`config.mk`:
```
export PLATFORM = sky130hd
export DESIGN_NAME = ambient_light_conditioner
export DESIGN_NICKNAME = d
export VERILOG_FILES = /design/src/rtl/ambient_light_conditioner.sv
export SDC_FILE = /design/constraint.sdc
export NUM_CORES = 1
export LEC_CHECK = 0
export CAP_MARGIN = 40
export CORE_MARGIN = 3
export CORE_UTILIZATION = 29
export CTS_CLUSTER_DIAMETER = 150
export CTS_CLUSTER_SIZE = 30
export DETAILED_ROUTE_END_ITERATION = 8
export SLEW_MARGIN = 20
export SYNTH_ARGS = -nofsm -noshare
export SYNTH_HDL_FRONTEND = slang
export SYNTH_SLANG_ARGS = --single-unit
```
`constraint.sdc`:
```
create_clock -name clk_in -period 3 [get_ports clk_in]
set_clock_uncertainty 0.05 [all_clocks]
set_input_delay 0.6 -clock clk_in [delete_from_list [all_inputs] [get_ports clk_in]]
set_output_delay 0.6 -clock clk_in [all_outputs]
set_load 0.005 [all_outputs]
```
`src/rtl/ambient_light_conditioner.sv`:
```
// Ambient-light front end: sliding-window average, hysteresis with persistence,
// and a sample watchdog that forces a fail-safe night indication.
module ambient_light_conditioner #(
   parameter int unsigned DATA_W    = 8,
   parameter int unsigned AVG_LOG2  = 2,
   parameter int unsigned DARK_TH   = 60,
   parameter int unsigned BRIGHT_TH = 100,
   parameter int unsigned HOLD_CNT  = 8,
   parameter int unsigned TIMEOUT   = 1000000,
   parameter int unsigned WD_W      = 20
) (
   input  logic              clk_in,
   input  logic              reset,
   input  logic [DATA_W-1:0] adc_data,
   input  logic              adc_valid,
   output logic              light_sensor,
   output logic [DATA_W-1:0] avg_level,
   output logic              avg_valid,
   output logic              state_change,
   output logic              sensor_fault
);

   localparam int unsigned DEPTH  = 1 << AVG_LOG2;
   localparam int unsigned SUM_W  = DATA_W + AVG_LOG2;
   localparam int unsigned FILL_W = AVG_LOG2 + 1;
   localparam int unsigned HOLD_W = $clog2(HOLD_CNT + 1);

   typedef enum logic [2:0] {StDay, StDuskPend, StNight, StDawnPend, StFault} state_e;

   logic [DATA_W-1:0] win_q [DEPTH];
   logic [SUM_W-1:0]  sum_q, sum_nxt;
   logic [FILL_W-1:0] fill_q;
   logic              fill_last;
   logic              eval_q;
   logic [WD_W-1:0]   wd_q, wd_d;
   logic              timeout_hit;
   logic [HOLD_W-1:0] hold_q, hold_d, hold_inc;
   state_e            state_q, state_d;
   logic              fault_d, light_d, dark, bright;

   assign sum_nxt   = sum_q + SUM_W'(adc_data) - SUM_W'(win_q[DEPTH-1]);
   assign fill_last = (fill_q == FILL_W'(DEPTH - 1));

   // A sample on the same cycle the count would reach TIMEOUT keeps the sensor alive.
   assign timeout_hit = !adc_valid && (wd_q == WD_W'(TIMEOUT - 1));

   always_comb begin
      wd_d = wd_q;
      if (adc_valid) begin
         wd_d = '0;
      end else if (wd_q != WD_W'(TIMEOUT)) begin
         wd_d = wd_q + WD_W'(1);
      end
   end

   always_ff @(posedge clk_in or negedge reset) begin
      if (!reset) begin
         wd_q <= '0;
      end else begin
         wd_q <= wd_d;
      end
   end

   always_ff @(posedge clk_in or negedge reset) begin
      if (!reset) begin
         for (int i = 0; i < DEPTH; i++) win_q[i] <= '0;
         sum_q     <= '0;
         fill_q    <= '0;
         avg_valid <= 1'b0;
         avg_level <= '0;
         eval_q    <= 1'b0;
      end else if (timeout_hit) begin
         for (int i = 0; i < DEPTH; i++) win_q[i] <= '0;
         sum_q     <= '0;
         fill_q    <= '0;
         avg_valid <= 1'b0;
         avg_level <= '0;
         eval_q    <= 1'b0;
      end else begin
         eval_q <= adc_valid && (avg_valid || fill_last);
         if (adc_valid) begin
            win_q[0] <= adc_data;
            for (int i = 1; i < DEPTH; i++) win_q[i] <= win_q[i-1];
            sum_q     <= sum_nxt;
            avg_level <= sum_nxt[SUM_W-1:AVG_LOG2];
            if (!avg_valid) begin
               fill_q    <= fill_q + FILL_W'(1);
               avg_valid <= fill_last;
            end
         end
      end
   end

   assign dark     = (avg_level < DATA_W'(DARK_TH));
   assign bright   = (avg_level > DATA_W'(BRIGHT_TH));
   assign hold_inc = (hold_q == HOLD_W'(HOLD_CNT)) ? hold_q : hold_q + HOLD_W'(1);

   always_comb begin
      state_d = state_q;
      hold_d  = hold_q;
      fault_d = sensor_fault;
      if (timeout_hit) begin
         state_d = StFault;
         hold_d  = '0;
         fault_d = 1'b1;
      end else if (eval_q) begin
         unique case (state_q)
            StDay: begin
               if (dark) begin
                  state_d = (HOLD_CNT == 1) ? StNight : StDuskPend;
                  hold_d  = (HOLD_CNT == 1) ? '0 : HOLD_W'(1);
               end
            end
            StDuskPend: begin
               if (!dark) begin
                  state_d = StDay;
                  hold_d  = '0;
               end else if (hold_inc == HOLD_W'(HOLD_CNT)) begin
                  state_d = StNight;
                  hold_d  = '0;
               end else begin
                  hold_d = hold_inc;
               end
            end
            StNight: begin
               if (bright) begin
                  state_d = (HOLD_CNT == 1) ? StDay : StDawnPend;
                  hold_d  = (HOLD_CNT == 1) ? '0 : HOLD_W'(1);
               end
            end
            StDawnPend: begin
               if (!bright) begin
                  state_d = StNight;
                  hold_d  = '0;
               end else if (hold_inc == HOLD_W'(HOLD_CNT)) begin
                  state_d = StDay;
                  hold_d  = '0;
               end else begin
                  hold_d = hold_inc;
               end
            end
            StFault: begin
               // Refilled window: resume from the safe side without a visible toggle.
               state_d = StNight;
               hold_d  = '0;
               fault_d = 1'b0;
            end
            default: begin
               state_d = StDay;
               hold_d  = '0;
            end
         endcase
      end
      light_d = (state_d == StNight) || (state_d == StDawnPend) || (state_d == StFault);
   end

   always_ff @(posedge clk_in or negedge reset) begin
      if (!reset) begin
         state_q      <= StDay;
         hold_q       <= '0;
         light_sensor <= 1'b0;
         state_change <= 1'b0;
         sensor_fault <= 1'b0;
      end else begin
         state_q      <= state_d;
         hold_q       <= hold_d;
         light_sensor <= light_d;
         state_change <= (light_d != light_sensor);
         sensor_fault <= fault_d;
      end
   end

endmodule

```
; Word level (Yosys, flattened, before mapping)
; Index checks and enable logic that the tools add are counted.
[word_totals]
wordCells = 88
inputBits = 11
mem_count = 0
ramBits = 0
out_inout_bits = 12
mem_bits_ro = 0
ff_bits = 85
latch_bits = 0
[classes]
muxes = 36
reduce_logical = 14
n_lt_le_gt_ge = 2
eq_ne = 16
n_bitwise = 0
shift = 0
addsub = 5
div_mod_pow = 0
n_mul = 0
[ops]
columns = op, count
row1 = $mux W32, 2
row2 = $mux W20, 2
row3 = $mux W3, 11
row4 = $mux W4, 8
row5 = $add A20 B1 Y20 const B, 1
row6 = $eq A20 B20 Y1 const B, 1
row7 = $mux W10, 2
row8 = $ne A20 B20 Y1 const B, 1
row9 = $mux W8, 2
row10 = $pmux W4 S4, 1
row11 = $eq A3 B2 Y1 const B, 5
row12 = $pmux W3 S5, 1
row13 = $add A10 B8 Y10, 1
row14 = $sub A10 B8 Y10, 1
row15 = $eq A4 B4 Y1 const B, 2
row16 = $gt A8 B7 Y1 const B, 1
row17 = $lt A8 B6 Y1 const B, 1
row18 = $reduce_bool A2 Y1, 4
row19 = $mux W1, 7
row20 = $eq A3 B3 Y1 const B, 2
row21 = $ne A3 B3 Y1 const B, 2
row22 = $add A4 B1 Y4 const B, 1
row23 = $reduce_and A2 Y1, 2
row24 = $add A3 B1 Y3 const B, 1
row25 = 8 further kinds, 11

; Longest topological paths before layout
; Gate-level depths: netlist (run 1).
[depth]
word_depth = 12
depth_mapped = 11
mapped_depth_nobuf = 11

; Least setup slack after synthesis (run 1)
; No wires, ideal clock.
[synth_timing]
kind = input -> register
startpoint = input adc_data[1]
endpoint = register avg_level[7]
t_required_ns = 2.829
arrival_ns = 2.679
path_stages = 10
setup_slack_ns = 0.150
setup_time_ns = 0.121
path_buffers = 0
cell_sequence = inv_1 -> fa_1 -> inv_1 -> ha_1 -> a21oi_1 -> o211ai_1 -> a2111o_1 -> a31oi_1 -> xor2_1 -> a22o_1
[synth_via]
elab_chain_len = 4
[synth_rtl]
columns = item, line
row1 = from (decl), 14  ; input logic [DATA_W-1:0] adc_data,
row2 = $add A10 B8 Y10, 41  ; assign sum_nxt = sum_q + SUM_W'(adc_data) - SUM_W'(win_q[DEPTH-1]);
row3 = $sub A10 B8 Y10, 41
row4 = $mux W8, 81  ; if (adc_valid) begin
row5 = $mux W8, 72  ; end else if (timeout_hit) begin
row6 = to (signal assigned), 85  ; avg_level <= sum_nxt[SUM_W-1:AVG_LOG2];
row7 = to (decl), 17  ; output logic [DATA_W-1:0] avg_level,
; No other way between the ends. The select of a mux whose other input is x is not followed.
; A chain may end at the register's enable or synchronous reset.

; Worst setup path in the final report (run 1)
[layout_timing]
startpoint = input adc_data[4]
endpoint = register avg_level[7]
; Same word-level chain as after synthesis.

==> results of run 1 <==
-- final cells by class --
class	count	share of cell area (%)
Multi-Input combinational cell	332	40.70
Sequential cell	77	37.20
Timing Repair Buffer	45	8.140
Clock buffer	11	4.686
Tap cell	180	4.348
Inverter	46	3.333
Clock inverter	5	1.594
-- cell usage after synthesis (4+ instances only) --
cell	instances	share of area, %
nand3_1	13	1.5
dfrtp_1	77	45
xnor2_1	14	2.9
mux2i_1	5	1.2
o21ai_0	52	6.1
clkbuf_1	14	1.2
nor3_1	5	0.58
buf_4	8	1.4
fa_1	8	3.7
inv_1	46	4.0
a21oi_1	11	1.3
nor2_1	35	3.1
nand4_1	4	0.58
a21o_1	4	0.70
a22o_1	6	1.2
ha_1	18	5.2
buf_1	5	0.44
or3_1	8	1.2
nand2_1	91	7.9
xor2_1	8	1.6
nor2b_1	4	0.58
-- power by group through the flow --
stage	Combinational (mW)	Sequential [mW]	Clock [mW]
after detailed placement	1.80	1.39	0
after global routing	2.19	1.39	1.25
final	1.94	1.36	1.18
after floorplan	1.22	1.33	0
after CTS	1.87	1.37	1.21
after global placement	1.74	1.38	0
-- flip-flops by register name, summed over array words and instances (netlist names) --
| register | cells |
|---|---|
| avg_level | 8 |
| avg_valid | 1 |
| eval_q | 1 |
| fill_q | 3 |
| hold_q | 4 |
| light_sensor | 1 |
| sensor_fault | 1 |
| state_change | 1 |
| state_q | 3 |
| sum_q | 2 |
| wd_q | 20 |
| win_q | 32 |
-- per-layer routing --
metal,GRT usage [%],wire (um),vias up
li1,-,-,1662
met1,15.37,4234,1601
met2,18.02,4032,52
met3,2.500,317,10
met4,4.806,152,0
met5,0,0,-
-- worst max path at each step --
| stage | startpoint | endpoint | slack (ns) | cells past startpoint |
|---|---|---|---|---|
| floorplan | adc_data[1] | avg_level[7] | 0.15 | 10 |
| global placement | adc_data[1] | avg_level[7] | -0.52 | 11 |
| detailed placement | adc_data[1] | avg_level[7] | -0.60 | 11 |
| CTS | adc_data[3] | avg_level[7] | 0.04 | 11 |
| global route | adc_data[4] | avg_level[7] | 0.01 | 11 |
| finish | adc_data[4] | avg_level[7] | 0.09 | 11 |
-- cell usage in the layout (no fill, tap or decap), types with 9 or more instances in the layout --
| master | synthesis | layout |
|---|---|---|
| nand2_1 | 91 | 90 |
| dfrtp_1 | 77 | 77 |
| o21ai_0 | 52 | 52 |
| inv_1 | 46 | 46 |
| nor2_1 | 35 | 35 |
| buf_4 | 8 | 22 |
| clkdlybuf4s50_1 | 0 | 17 |
| ha_1 | 18 | 15 |
| xnor2_1 | 14 | 14 |
| nand3_1 | 13 | 13 |
| a21oi_1 | 11 | 9 |
| clkbuf_16 | 0 | 9 |
-- through the flow --
step                      power [mW]  cell area, um^2  hold WS (ns)  utilization (%)
after floorplan                2.547             4300        0.2544                -
after global placement         3.115             4765        0.4117            33.54
after detailed placement       3.181             4792        0.4166            33.74
after CTS                      4.443             5147        0.1158            36.24
after global routing           4.839             5180        0.1251            36.47
final                          4.485             5180        0.1104            36.47
-- cell families (layout without fill, tap and decap cells) --
family                   after synthesis  in the layout  share of synthesized area [%]
buffers and inverters                 74            107                          7.187
multiplexers                           6              6                          1.426
adder cells (fa/ha/maj)               26             26                          8.961
AO/OA/AOI/OAI                         99             99                          14.14
flip-flops                            77             77                          44.81
AND/OR/NAND/NOR                      179            179                          19.00
XOR/XNOR                              22             22                          4.481
-- what timing repair did --
action / CTS / global route
resized for setup: 3 / 7
gates cloned: 0 / 0
setup buffers: 2 / 0
endpoints found under the setup margin: 3 / 2
pin swaps: 4 / 3
-- worst register-to-register path, delay by kind of cell, from the launching register on --
kind	cells	cell delay, ns
compound gates	5	1.14
xor+xnor	1	0.08
flops	1	0.40
buf+inv	1	0.07
fa+ha+maj	2	0.80
==> results.sh, run 1 <==
export IMPL_status="finished, final reports clean"
export IMPL_worstSetupStartpointType="input port"
export IMPL_ys_ff_latch=77
export IMPL_final_cells=696
export IMPL_synth_cell_types=55
export IMPL_cts_root_buf="clkbuf_16"
export IMPL_slowest_stage="fa_1"
export IMPL_r2r_start="win_q[1]"
export IMPL_p_seq_share_pct=30.4
export IMPL_synth_nets=520
export IMPL_crit_chain="clkdlybuf4s50_1, inv_1, fa_1, inv_1, ha_2, nor2_1, o211ai_1, a2111o_1, a31oi_2, xor2_1, a22o_1"
export IMPL_path_max_fanout=4
export IMPL_grtUsageTotal_pct=11.49
export IMPL_internal_power_mw=2.979
export IMPL_layout_drive_gt1_share_pct=9.884
export IMPL_cp_data_required_time_ns=3.17
export IMPL_swShare_pct=33.57
export IMPL_htreeDepth=3
export IMPL_synth_avg_cell_area_um2=8.903
export IMPL_ir_worst_vdd_uv=361.3
export IMPL_synth_async_sr_flop_share_pct=100.0
export IMPL_synth_edf_count=0
export IMPL_holdCritPathClass="input port to async pin"
export IMPL_die_w_um=127.8
export IMPL_finalMaxSlewViolations=0
export IMPL_area_delta_synth_final_pct=20.45
export IMPL_drtIter0Drc=245
export IMPL_dieArea_um2=16330
export IMPL_place_ws_ns=-0.6000
export IMPL_ys_warn_count=0
export IMPL_yosysSeqAreaShare_pct=44.81
export IMPL_cap_violations=0
export IMPL_synthCells=483
export IMPL_post_drt_wl_per_cell_um=12.55
export IMPL_comb_power_share_pct=43.2
export IMPL_diodes=0
export IMPL_r2r_slack_ns=0.35
export IMPL_grt_overflow=0
export IMPL_multiInputGateArea_um2=2108
export IMPL_syn_area_um2=4300
export IMPL_regArea_um2=1927
export IMPL_fin_ws_ns=0.08975
export IMPL_tns_ns=0
export IMPL_pwr_share_clk_pct=26.4
export IMPL_clock_fmax_ghz=0.3436
export IMPL_fin_crit_sh_pct=97.01
export IMPL_postRouteAntennaNets=0
export IMPL_switchingPower_mw=1.506
export IMPL_reg2reg_to="avg_level[7]"
export IMPL_r2r_cells=9
export IMPL_path_class="input port to flop"
export IMPL_clkSinkCount=77
export IMPL_core_area_um2=14200
export IMPL_critPathMostFrequentCell="inv_1"
export IMPL_slew_headroom_pct=59.28
export IMPL_hold_violations=0
export IMPL_via_count=3325
export IMPL_dr_pass1_iters=4
export IMPL_worstMarginPinSlew_ns=0.6052
export IMPL_grt_setup_unrepaired="false"
export IMPL_grt_pass1_wl_um=15390
export IMPL_clk_pin_slew_ns=0.06
export IMPL_ioPinCount=23
export IMPL_cts_tree="built"
export IMPL_power_density_nw_per_um2=865.8
export IMPL_clockBufferDepth=2
export IMPL_grt_antenna_before_repair=0
export IMPL_critPathTopFamily="compound AO/OA/AOI/OAI gates"
export IMPL_finalSetupViolations=0
export IMPL_critPathCaptureType="flop"
export IMPL_cts_buffers=9
export IMPL_holdBufCountCts=0
export IMPL_placementRows=43
export IMPL_die_h_um=127.8
export IMPL_routed_wl_um=8735
export IMPL_leakage_nw=2.394
export IMPL_synthFlopType="dfrtp_1"
export IMPL_dpl_cell_count=678
export IMPL_dp_hpwl_um=5997
export IMPL_io_buffer_count=22
export IMPL_min_period_ns=2.910
export IMPL_grt_start_max_net_pins=115
export IMPL_globalplace_congestion=0.8477
export IMPL_vias_per_cell=4.777
export IMPL_initial_core_util_pct=30.28
export IMPL_arrival_ns=3.08
export IMPL_nFillCells=1427
export IMPL_remaining_drc_errors=0
export IMPL_nets=548
export IMPL_grt_pass1_vias=3239
export IMPL_insertion_delay_ns=0.34
export IMPL_critPathBufInv=3
export IMPL_critical_path_max_stage_delay_ns=0.54
No activity file was read; power rests on OpenSTA's default activity.
==> inputs of run 2 (changes only) <==
--- a/config.mk
+++ b/config.mk
@@ -6,8 +6,7 @@
 export NUM_CORES = 1
 export LEC_CHECK = 0
 export CAP_MARGIN = 40
-export CORE_MARGIN = 3
-export CORE_UTILIZATION = 29
+export CORE_UTILIZATION = 45
 export CTS_CLUSTER_DIAMETER = 150
 export CTS_CLUSTER_SIZE = 30
 export DETAILED_ROUTE_END_ITERATION = 8
==> constraint.sdc (replaced) <==
create_clock -name clk_in -period 3.02 [get_ports clk_in]
set_clock_uncertainty 0.05 [all_clocks]
set_input_delay 0.604 -clock clk_in [delete_from_list [all_inputs] [get_ports clk_in]]
set_output_delay 0.604 -clock clk_in [all_outputs]
set_load 0.005 [all_outputs]
==> results.sh, run 2 (synthesis gave the netlist of run 1 again) <==
export IMPL_diodes=0
export IMPL_cts_root_buf="clkbuf_8"
export IMPL_place_ws_ns=-0.4958
export IMPL_ir_worst_vdd_uv=377.0
export IMPL_path_max_fanout=3
export IMPL_p_seq_share_pct=32.7
export IMPL_critical_path_max_stage_delay_ns=0.49
export IMPL_initial_core_util_pct=46.54
export IMPL_hold_violations=0
export IMPL_grt_pass1_wl_um=14410
export IMPL_worstSetupStartpointType="input port"
export IMPL_slowest_stage="fa_1"
export IMPL_postRouteAntennaNets=0
export IMPL_clk_pin_slew_ns=0.08
export IMPL_status="finished, final reports clean"
export IMPL_insertion_delay_ns=0.34
export IMPL_cap_violations=0
export IMPL_pwr_share_clk_pct=23.2
export IMPL_io_buffer_count=22
export IMPL_post_dp_cell_area_um2=4698
export IMPL_cts_buffers=9
export IMPL_finalMaxSlewViolations=0
export IMPL_final_common_cell="nand2_1"
export IMPL_r2r_start="wd_q[7]"
export IMPL_dieArea_um2=9951
export IMPL_routed_wl_um=8283
export IMPL_grt_antenna_before_repair=0
export IMPL_placementRows=35
export IMPL_htreeDepth=3
export IMPL_slew_headroom_pct=54.65
export IMPL_holdCritPathClass="input port to async pin"
export IMPL_clockBufferDepth=2
export IMPL_ioPinCount=23
export IMPL_hold_slack_ns=0.2102
export IMPL_vias_per_cell=5.126
export IMPL_die_w_um=99.76
export IMPL_grt_start_max_net_pins=115
export IMPL_total_power_mw=4.130
export IMPL_comb_power_share_pct=44.1
export IMPL_dpl_cell_count=624
export IMPL_path_class="input port to flop"
export IMPL_finalSetupViolations=0
export IMPL_layout_drive_gt1_share_pct=9.747
export IMPL_arrival_ns=3.07
export IMPL_final_cell_mix="nand2_1 (90), dfrtp_1 (77), o21ai_0 (52), inv_1 (45), nor2_1 (35)"
export IMPL_min_period_ns=2.894
export IMPL_largestRegisters="win_q: 32 flops, wd_q: 20 flops, avg_level: 8 flops"
export IMPL_leakage_nw=2.332
export IMPL_holdBufCountCts=0
export IMPL_dr_pass1_iters=4
export IMPL_grtUsageTotal_pct=18.23
export IMPL_switchingPower_mw=1.405
export IMPL_fin_ws_ns=0.1263
export IMPL_drtIter0Drc=166
export IMPL_stdcell_area_um2=5012
export IMPL_remaining_drc_errors=0
export IMPL_dp_hpwl_um=5393
export IMPL_core_area_um2=9240
export IMPL_final_cells=642
export IMPL_globalplace_congestion=0.8111
export IMPL_regMostFlops="win_q"
export IMPL_nets=545
export IMPL_critPathLaunch="adc_data[1]"
export IMPL_swShare_pct=34.02
export IMPL_clock_fmax_ghz=0.3456
export IMPL_via_count=3291
export IMPL_grt_pass1_vias=3132
export IMPL_post_route_util_pct=54.25
export IMPL_critPathCaptureType="flop"
export IMPL_tns_ns=0
export IMPL_clkSinkCount=77
export IMPL_area_delta_synth_final_pct=16.56
export IMPL_worstMarginPinSlew_ns=0.6740
export IMPL_largest_reg_flops=32
export IMPL_cts_tree="built"
export IMPL_internal_power_mw=2.725
export IMPL_fin_crit_sh_pct=95.82
export IMPL_die_h_um=99.76
export IMPL_cp_data_required_time_ns=3.20
export IMPL_grt_overflow=0
export IMPL_post_drt_wl_per_cell_um=12.90
export IMPL_crit_chain="clkdlybuf4s50_1, inv_1, fa_1, inv_2, ha_4, a21oi_2, o211ai_1, a2111o_1, a31oi_1, xor2_1, a22o_1"
export IMPL_power_density_nw_per_um2=824.1
[run 2: power groups by stage]
stage / Clock (mW) / Sequential [mW] / Combinational (mW)
after floorplan: 0 / 1.32 / 1.21
after global placement: 0 / 1.37 / 1.67
after detailed placement: 0 / 1.37 / 1.69
after CTS: 0.994 / 1.35 / 1.73
after global routing: 1.03 / 1.38 / 2.08
final: 0.957 / 1.35 / 1.82
[run 2: layer usage]
metal	vias to the layer above	GRT usage [%]	wire (um)
met1	1563	26.04	4263
li1	1651	-	-
met2	65	27.21	3592
met5	-	0	0
met3	12	3.162	288
met4	0	7.919	138
[run 2: worst paths after layout]
path | to | slack [ns] | depth (start not counted)
worst max-delay path | avg_level[7] | 0.13 | 11
worst min-delay path | win_q[20] | 0.21 | 2
worst max register to register | light_sensor | 0.35 | 6
worst min register to register | win_q[3] | 0.43 | 2
max in group asynchronous | wd_q[12] | 2.36 | 2
min in group clk_in | win_q[3] | 0.43 | 2
[run 2: timing repair]
item / 4_1_cts / 5_1_grt
setup endpoints to repair: 2 / 2
pin swaps: 4 / 10
gates cloned: 0 / 0
resized for setup: 2 / 7
setup buffers: 1 / 1
[run 2: final cells by class]
| type | count | area, um^2 |
|---|---|---|
| Clock buffer | 10 | 137.6 |
| Clock inverter | 6 | 108.9 |
| Fill cell | 832 | 4228 |
| Inverter | 46 | 172.7 |
| Multi-Input combinational cell | 332 | 2115 |
| Sequential cell | 77 | 1927 |
| Tap cell | 129 | 161.4 |
| Timing Repair Buffer | 42 | 390.4 |
[run 2: critical path: cells and delay by family]
kind	cells	cell delay, ns
AO/OA/AOI/OAI	5	1.09
XOR/XNOR	1	0.09
buffers and inverters	3	0.59
adder cells (fa/ha/maj)	2	0.70
